==> src/rtl/digits_pkg.sv <==
// Shared constants, FSM state encoding and saturation helper for the binary-to-BCD converter.
package digits_pkg;

    localparam int DIGIT_W = 4;

    typedef enum logic [1:0] {
        IDLE  = 2'd0,
        SHIFT = 2'd1,
        DONE  = 2'd2
    } state_e;

    // Largest value representable in 'digits' decimal digits (10^digits - 1).
    function automatic logic [63:0] bcd_max(input int digits);
        logic [63:0] p;
        p = 64'd1;
        for (int i = 0; i < digits; i++) begin
            p = p * 64'd10;
        end
        return p - 64'd1;
    endfunction

endpackage

==> src/rtl/bcd_add3.sv <==
// Single-digit correction step of shift-and-add-3: digits of 5 or more get +3 before the shift.
module bcd_add3
    import digits_pkg::*;
(
    input  logic [DIGIT_W-1:0] digit,
    output logic [DIGIT_W-1:0] adj
);

    assign adj = (digit >= 4'd5) ? (digit + 4'd3) : digit;

endmodule

==> src/rtl/digits_bcd_conv.sv <==
// Sequential binary-to-packed-BCD converter (one bit per clock) feeding the 7-segment scanner.
// Optional leading-zero mask on blank_o when DIGITS_BCD_BLANK_EN is defined.
module digits_bcd_conv
    import digits_pkg::*;
#(
    parameter int BIN_W  = 27,
    parameter int DIGITS = 8
) (
    input  logic                  clk,
    input  logic                  rst_n,
    input  logic                  in_valid,
    output logic                  in_ready,
    input  logic [BIN_W-1:0]      bin_i,
    output logic                  out_valid,
    output logic [4*DIGITS-1:0]   bcd_o,
    output logic                  ovf_o,
    output logic [DIGITS-1:0]     blank_o
);

    localparam int ACC_W = DIGIT_W * DIGITS;
    localparam int CNT_W = $clog2(BIN_W + 1);
    localparam logic [63:0]       BCD_MAX   = bcd_max(DIGITS);
    localparam logic [ACC_W-1:0]  ALL_NINES = {DIGITS{4'h9}};
    localparam logic [CNT_W-1:0]  CNT_INIT  = CNT_W'(BIN_W);
    localparam logic [CNT_W-1:0]  CNT_LAST  = CNT_W'(1);

    localparam logic [1:0] S_IDLE  = IDLE;
    localparam logic [1:0] S_SHIFT = SHIFT;
    localparam logic [1:0] S_DONE  = DONE;

    generate
        if (BIN_W > ACC_W - 1) begin : g_bad_width
            $error("digits_bcd_conv: BIN_W must not exceed 4*DIGITS-1");
        end
        if (DIGITS > 19 || DIGITS < 1) begin : g_bad_digits
            $error("digits_bcd_conv: DIGITS must be in 1..19");
        end
        if (BIN_W > 64 || BIN_W < 1) begin : g_bad_bin
            $error("digits_bcd_conv: BIN_W must be in 1..64");
        end
    endgenerate

    logic [1:0]       state_reg;
    logic [CNT_W-1:0] cnt_reg;
    logic [ACC_W-1:0] acc_reg;
    logic [BIN_W-1:0] bin_reg;
    logic             ovf_pend_reg;
    logic [ACC_W-1:0] bcd_reg;
    logic             ovf_reg;
    logic             out_valid_reg;

    logic [ACC_W-1:0]       acc_adj;
    logic [ACC_W+BIN_W-1:0] shifted_next;

    genvar gi;
    generate
        for (gi = 0; gi < DIGITS; gi++) begin : g_add3
            bcd_add3 u_add3 (
                .digit (acc_reg[gi*DIGIT_W +: DIGIT_W]),
                .adj   (acc_adj[gi*DIGIT_W +: DIGIT_W])
            );
        end
    endgenerate

    assign shifted_next = {acc_adj, bin_reg} << 1;

    always_ff @(posedge clk or negedge rst_n) begin
        if (!rst_n) begin
            state_reg     <= S_IDLE;
            cnt_reg       <= '0;
            acc_reg       <= '0;
            bin_reg       <= '0;
            ovf_pend_reg  <= 1'b0;
            bcd_reg       <= '0;
            ovf_reg       <= 1'b0;
            out_valid_reg <= 1'b0;
        end else begin
            out_valid_reg <= 1'b0;
            case (state_reg)
                S_IDLE: begin
                    if (in_valid) begin
                        bin_reg      <= bin_i;
                        acc_reg      <= '0;
                        cnt_reg      <= CNT_INIT;
                        ovf_pend_reg <= (64'(bin_i) > BCD_MAX);
                        state_reg    <= S_SHIFT;
                    end
                end
                S_SHIFT: begin
                    acc_reg <= shifted_next[ACC_W+BIN_W-1 -: ACC_W];
                    bin_reg <= shifted_next[BIN_W-1:0];
                    cnt_reg <= cnt_reg - CNT_LAST;
                    if (cnt_reg == CNT_LAST) begin
                        state_reg <= S_DONE;
                    end
                end
                S_DONE: begin
                    bcd_reg       <= ovf_pend_reg ? ALL_NINES : acc_reg;
                    ovf_reg       <= ovf_pend_reg;
                    out_valid_reg <= 1'b1;
                    state_reg     <= S_IDLE;
                end
                default: begin
                    state_reg <= S_IDLE;
                end
            endcase
        end
    end

    assign in_ready  = (state_reg == S_IDLE);
    assign out_valid = out_valid_reg;
    assign bcd_o     = bcd_reg;
    assign ovf_o     = ovf_reg;

`ifdef DIGITS_BCD_BLANK_EN
    // zero_up[i]: digit i and every digit above it are zero.
    logic [DIGITS-1:0] zero_up;
    logic [DIGITS-1:0] blank_next;
    logic [DIGITS-1:0] blank_reg;

    generate
        for (gi = 0; gi < DIGITS; gi++) begin : g_blank
            if (gi == DIGITS - 1) begin : g_top
                assign zero_up[gi] = (acc_reg[gi*DIGIT_W +: DIGIT_W] == 4'd0);
            end else begin : g_mid
                assign zero_up[gi] = (acc_reg[gi*DIGIT_W +: DIGIT_W] == 4'd0) && zero_up[gi+1];
            end
        end
    endgenerate

    // A saturated result or an all-zero value shows every digit.
    assign blank_next = (ovf_pend_reg || zero_up[0]) ? '0 : (zero_up & ~DIGITS'(1));

    always_ff @(posedge clk or negedge rst_n) begin
        if (!rst_n) begin
            blank_reg <= '0;
        end else if (state_reg == S_DONE) begin
            blank_reg <= blank_next;
        end
    end

    assign blank_o = blank_reg;
`else
    assign blank_o = '0;
`endif

endmodule

==> config.mk <==
export PLATFORM = sky130hd
export DESIGN_NAME = digits_bcd_conv
export DESIGN_NICKNAME = d
export VERILOG_FILES = /design/src/rtl/digits_pkg.sv /design/src/rtl/bcd_add3.sv /design/src/rtl/digits_bcd_conv.sv
export SDC_FILE = /design/constraint.sdc
export NUM_CORES = 1
export LEC_CHECK = 0
export CORE_ASPECT_RATIO = 1.4
export CORE_UTILIZATION = 40
export DETAILED_ROUTE_END_ITERATION = 12
export PLACE_DENSITY = 0.72
export SKIP_LAST_GASP = 1
export SLEW_MARGIN = 0
export SYNTH_ARGS = -nofsm -noshare
export SYNTH_HDL_FRONTEND = slang
export SYNTH_SLANG_ARGS = --single-unit
==> constraint.sdc <==
create_clock -name clk -period 3.65 [get_ports clk]
set_clock_uncertainty 0.15 [all_clocks]
set_input_delay 0.365 -clock clk [delete_from_list [all_inputs] [get_ports clk]]
set_output_delay 0.365 -clock clk [all_outputs]
set_load 0.05 [all_outputs]
==> run summary, run 1 <==
initial antenna violation count - 0
Yosys top cell by area - dfrtp_1
Post-Layout Cell Count - 716
CP Data Arrival Time - 2460 ps
top cells by area, synth - dfrtp_1 (51%), nand2_1 (7.1%), o21ai_0 (4.9%), ha_1 (4.6%), o31ai_1 (3.7%)
IO Port Bufs - 64
Max Cap Viol - 0
DP HPWL - 6.45 mm
register bit total from synthesis - 101
Sum Neg Setup Slack - 0 ps
share of the synthesized area in the top cell type - 51.3%
Post-Syn Area - 4930 sq um
# DRC - 0
DIE AREA - 12,800 sq um
Reg power frac - 37.0%
GRT Total Usage - 16.7%
Pre-antenna DRT Iters - 4
Core Rows - 47
clock latency on the worst-skew pair - 340 ps
clock power share - 18.9%
Initial Utilization - 41.3%
Inst Count DP - 701
Seq/Total Area, Yosys - 51.3%
first-pass GRT wire length - 16.9 mm
die span in x - 95.8 microns
dominant synthesized flop cell - dfrtp_1
io pins - 73
Longest Clk Path Bufs - 2
Critical Path, Cell by Cell - or3b_2 -> nand2_4 -> o31ai_1 -> a32o_1
CP Max Fanout - 55
Netlist cell types - 36
die height - 133 microns
root buffer cell - clkbuf_16
syn avg cell area - 9.45 sq um
Layout fillers - 1,117
Period Utilization, post-route - 65.1%
post-cts sizing count - 0
# clock sinks - 101
Switching Fraction - 41.4%
vias in the first global route - 3,725
Internal - 3.10 mW
gr ovfl total - 0
WS Path Type - flip-flop to flip-flop
Static Leak - 2.56 nW
Worst Hold Class - primary input to asynchronous set/reset pin
DRT iter0 DRCs - 184
vias per cell - 5.26
highest clock rate - 421 MHz
pwr/cell area - 896 nW/um^2
most instantiated cells after synthesis - dfrtp_1 (101), nand2_1 (93), o21ai_0 (48), nor2_1 (46), a31oi_1 (26)
Post-CTS Setup Inserts - 0
H-tree depth - 3
Critical Path RT - 3730 ps
Tmin final - 2380 ps
Worst Max-Slew Pin Slew - 1220 ps
layout cells sized above 1 - 5.45%
Sw Pwr - 2.18 mW
CTS tree - done
combinational share of power - 44.1%
via count - 3,766
max_slew headroom - 18.5%
post-DR wirelength/cell - 13.5 microns
final wirelength - 9.64 mm
ys async rst share - 100%
hold buffers post-CTS - 0
GP Congestion - 0.758
Final Slew Violations - 0
# diodes - 0
number of flops mapped to enable cells by yosys - 0
Final Hold Viols - 0
Gate Count Post-Synth - 522
Worst Setup End Kind - flip-flop
CP startpoint kind - flip-flop
CTS clock-pin slew for the worst setup and hold paths - 70 ps
CP peak stage delay - 970 ps
Core Box Area - 11,900 sq um
most frequent cell after synthesis - dfrtp_1
endpoints failing setup - 0
Worst VDD drop - 0.000460 V
pin count of the biggest net entering global routing - 111
CTS Buf Count - 9
Layout area overhead - 19.5%
synth warn - 0
status - finished, final reports clean
Worst path slowest cell - or3b_2
post-route ant nets - 0
RSZ-0062 raised after global routing - false
nets@finish - 613
[power groups by stage]
| stage | logic [mW] | registers (mW) | clock network (mW) |
|---|---|---|---|
| final | 2.33 | 1.95 | 0.996 |
| after global routing | 2.61 | 2.02 | 1.06 |
| after CTS | 2.35 | 1.96 | 1.02 |
| after detailed placement | 2.34 | 1.98 | 0 |
| after global placement | 2.25 | 1.95 | 0 |
| after floorplan | 1.53 | 2.19 | 0 |
[cells by family (layout without fill, tap and decap cells)]
| group | count (synthesis) | after routing | share of synthesized area (%) |
|---|---|---|---|
| flops | 101 | 101 | 51.3 |
| other cells | 1 | 8 | 0.0760 |
| buf+inv | 62 | 102 | 6.24 |
| xor+xnor | 19 | 19 | 3.37 |
| compound gates | 120 | 120 | 15.4 |
| mux | 9 | 9 | 2.00 |
| fa+ha+maj | 18 | 18 | 4.57 |
| simple gates | 192 | 192 | 17.1 |
[worst max-delay path, delay by kind of cell (launching register included)]
kind | cells | cell delay [ps]
AOI/OAI and AO/OA | 2 | 340
DFF | 1 | 480
and+or+nand+nor | 2 | 1270
[path summary, 6_finish.rpt]
| kind | start | endpoint | slack (ps) | cells after the start |
|---|---|---|---|---|
| hold / removal | rst_n | bcd_o[29] | 20 | 1 |
| hold reg to reg | bcd_o[6] | bcd_o[6] | 330 | 2 |
| max in group asynchronous | rst_n | acc_reg[1] | 2430 | 2 |
| min in group clk | bcd_o[6] | bcd_o[6] | 330 | 2 |
| setup / recovery | state_reg[1] | acc_reg[3] | 1270 | 4 |
| setup reg to reg | state_reg[1] | acc_reg[3] | 1270 | 4 |
[cells in the final DEF, fill, tap and decap left out, types with 2 or more instances in the layout]
cell type        netlist  layout
a32o_1                 8       8
conb_1                 1       8
clkdlybuf4s50_1        0      63
dfrtp_1              101     101
xnor2_1               10      10
mux2_2                 7       7
a21oi_1                8       8
clkbuf_1              10       2
nand3_1               24      24
nor2_1                46      46
a211oi_1               2       2
nand2_1               93      93
ha_1                  18      18
o2bb2ai_1              2       2
inv_1                 20      20
nand2b_1              18      16
mux2i_1                2       2
o21ai_0               48      48
a31oi_1               26      26
buf_4                  9       4
clkbuf_16              0       9
xor2_1                 9       9
bufinv_16              0       2
o31ai_1               24      24
[layout make-up]
class | count | area, sq um | area share, %
clock buffer | 11 | 233 | 3.95
clock inverter | 4 | 73.8 | 1.25
inverter | 20 | 75.1 | 1.27
multi-input combinational | 366 | 2140 | 36.3
sequential | 101 | 2530 | 42.9
tap | 147 | 184 | 3.12
timing repair buffer | 67 | 661 | 11.2
[metal layers]
layer  GRT usage (%)  up-vias  routed length, microns
li1                -     1848                       -
met1            20.9     1819                    4340
met2            28.5       89                    4770
met3            2.05       10                     352
met4            7.46        0                     187
met5               0        -                       0
[per-stage QoR]
| stage | total power [mW] | area (sq um) | hold slack [ps] | setup WS [ps] | utilization [%] |
|---|---|---|---|---|---|
| 2_1_floorplan | 3.71 | 4960 | -80.6 | 1990 | - |
| 3_3_place_gp | 4.20 | 5590 | 309 | 986 | 46.8 |
| 3_5_place_dp | 4.32 | 5590 | 318 | 955 | 46.8 |
| 4_1_cts | 5.32 | 5890 | 83.7 | 1270 | 49.4 |
| 5_1_grt | 5.69 | 5890 | 139 | 1150 | 49.4 |
| 6_report | 5.28 | 5890 | 17.2 | 1270 | 49.4 |
(Power assumes the default switching activity.)
==> run 2: changes to the inputs <==
clock period = 2.2 ns   (was 3.65 ns; I/O delays follow)
==> run 2 against run 1 <==
Effect of this change:
- wire length up 0.63%
- critical path depth up 2
- total power up 70%
- global-route usage up 0.21 points
- core utilization up 1.4 points
- sequential share of layout area down 1.1 points
- hold slack better by 210 ps
- combinational power up 75%
- count of clock-buffer cells in the layout unchanged
- clock power up 75%
- flip-flop and latch count unchanged
- fmax up 24%
- largest power group unchanged
- highest routed layer unchanged
==> run summary, run 2 (synthesized netlist as in run 1, its figures left out) <==
CP startpoint kind - flip-flop
Critical Path RT - 2300 ps (-1430 ps)
most common cell after layout, fill and taps aside - dfrtp_1
Layout area overhead - 22.8%
# diodes - 0 (unchanged)
gr ovfl total - 0 (unchanged)
layout cells sized above 1 - 7.75% (+2.3 points)
Period Utilization, post-route - 86.8% (+22 points)
Reg area - 2530 sq um (unchanged)
commonest cells after routing, fill and taps aside - dfrtp_1 (101), nand2_1 (93), clkdlybuf4s50_1 (62)
CTS Buf Count - 9 (unchanged)
multi-input logic area - 2140 sq um (unchanged)
final wirelength - 9.71 mm (+0.63%)
io pins - 73 (unchanged)
die height - 133 microns (unchanged)
CTS tree - done
Tmin final - 1910 ps (-467 ps)
max_slew headroom - 65.9% (+47 points)
Initial Utilization - 41.3% (unchanged)
GP Congestion - 0.763 (+0.65%)
Core Box Area - 11,900 sq um (unchanged)
CP Data Arrival Time - 2010 ps (-450 ps)
pwr/cell area - 1490 nW/um^2 (+66%)
CTS clock-pin slew for the worst setup and hold paths - 70 ps (about the same)
IO Port Bufs - 64 (unchanged)
nets@finish - 624 (+1.8%)
Worst Setup End Kind - flip-flop
Final Slew Violations - 0 (unchanged)
DIE AREA - 12,800 sq um (unchanged)
Core Rows - 47 (unchanged)
Worst Max-Slew Pin Slew - 510 ps (-713 ps)
WS Path Type - flip-flop to flip-flop
vias in the first global route - 3,656 (-1.9%)
via count - 3,816 (+1.3%)
endpoints failing setup - 0 (unchanged)
post-route ant nets - 0 (unchanged)
Inst Count DP - 711 (+1.4%)
H-tree depth - 3 (unchanged)
RSZ-0062 raised after global routing - false
Longest Clk Path Bufs - 2 (unchanged)
first-pass GRT wire length - 17.0 mm (+0.78%)
DP HPWL - 6.77 mm (+5.0%)
CP Max Fanout - 4 (-93%)
pin count of the biggest net entering global routing - 48 (-57%)
Pre-antenna DRT Iters - 4 (unchanged)
highest clock rate - 524 MHz (+24%)
status - finished, final reports clean
initial antenna violation count - 0 (unchanged)
clock latency on the worst-skew pair - 340 ps (about the same)
GRT Total Usage - 16.9% (+0.21 points)
Worst Hold Class - primary input to asynchronous set/reset pin
Max Cap Viol - 0 (unchanged)
DRT iter0 DRCs - 195 (+6.0%)
Post-Layout Cell Count - 728 (+1.7%)
post-DR wirelength/cell - 13.3 microns (-1.0%)
Sum Neg Setup Slack - 0 ps (unchanged)
root buffer cell - clkbuf_16
Final Hold Viols - 0 (unchanged)
vias per cell - 5.24 (-0.34%)
Layout fillers - 1,114 (-0.27%)
# DRC - 0 (unchanged)
die span in x - 95.8 microns (unchanged)
# clock sinks - 101 (unchanged)
Worst VDD drop - 0.000526 V (+14%)
Static Leak - 2.64 nW (+2.9%)
## run 2: what timing repair did
action	4_1_cts	5_1_grt
buffers inserted	0	0
hold buffers	1	0
endpoints found under the hold margin	34	0
resized for setup	0	0
## run 2: metal layers
layer	track usage, %	up-vias	share of wire [%]
met4	6.72	0	1.8
met1	22.2	1839	45
met5	0	-	0
met3	3.31	12	4.0
met2	27.3	95	49
li1	-	1870	-
## run 2: cell type report
| type | instances | area share, % |
|---|---|---|
| Timing Repair Buffer | 78 | 13.1 |
| Clock inverter | 5 | 1.36 |
| Clock buffer | 11 | 4.18 |
| Multi-Input combinational cell | 366 | 35.3 |
| Inverter | 20 | 1.24 |
| Tap cell | 147 | 3.04 |
| Sequential cell | 101 | 41.8 |
## run 2: final timing paths
path | startpoint | cells past startpoint | endpoint | slack [ps]
min | rst_n | 2 | bin_reg[14] | 230
min reg2reg | bcd_o[28] | 2 | bcd_o[28] | 330
max | acc_reg[17] | 6 | acc_reg[18] | 290
max reg2reg | acc_reg[17] | 6 | acc_reg[18] | 290
min in group clk | bin_i[0] | 3 | bin_reg[0] | 260
max in group asynchronous | rst_n | 3 | bcd_o[17] | 980
## run 2: metrics by stage
stage	hold slack (ps)	util [%]	worst slack, ps	area (sq um)	power [mW]
floorplan	-226	-	535	4960	6.16
global placement	62.2	47.8	166	5710	7.09
detailed placement	66.0	47.8	174	5710	7.30
CTS	244	50.7	291	6050	9.07
global route	278	50.7	176	6050	9.70
finish	226	50.7	291	6050	9.00
## run 2: worst max-delay path, stage by stage, from the launching register on
cell and delay [ps]:
dfrtp_1 390, inv_1 150, ha_1 220, nand2b_1 70, a21oi_1 300, mux2_2 370, o21ai_0 170
## run 2: where the power goes
part | total [mW] | internal (mW) | switching [mW] | leakage (nW)
combinational | 4.08 | 1.65 | 2.43 | 1.22
sequential | 3.18 | 2.60 | 0.579 | 1.26
clock | 1.74 | 1.06 | 0.680 | 0.154
total | 9.00 | 5.31 | 3.69 | 2.64
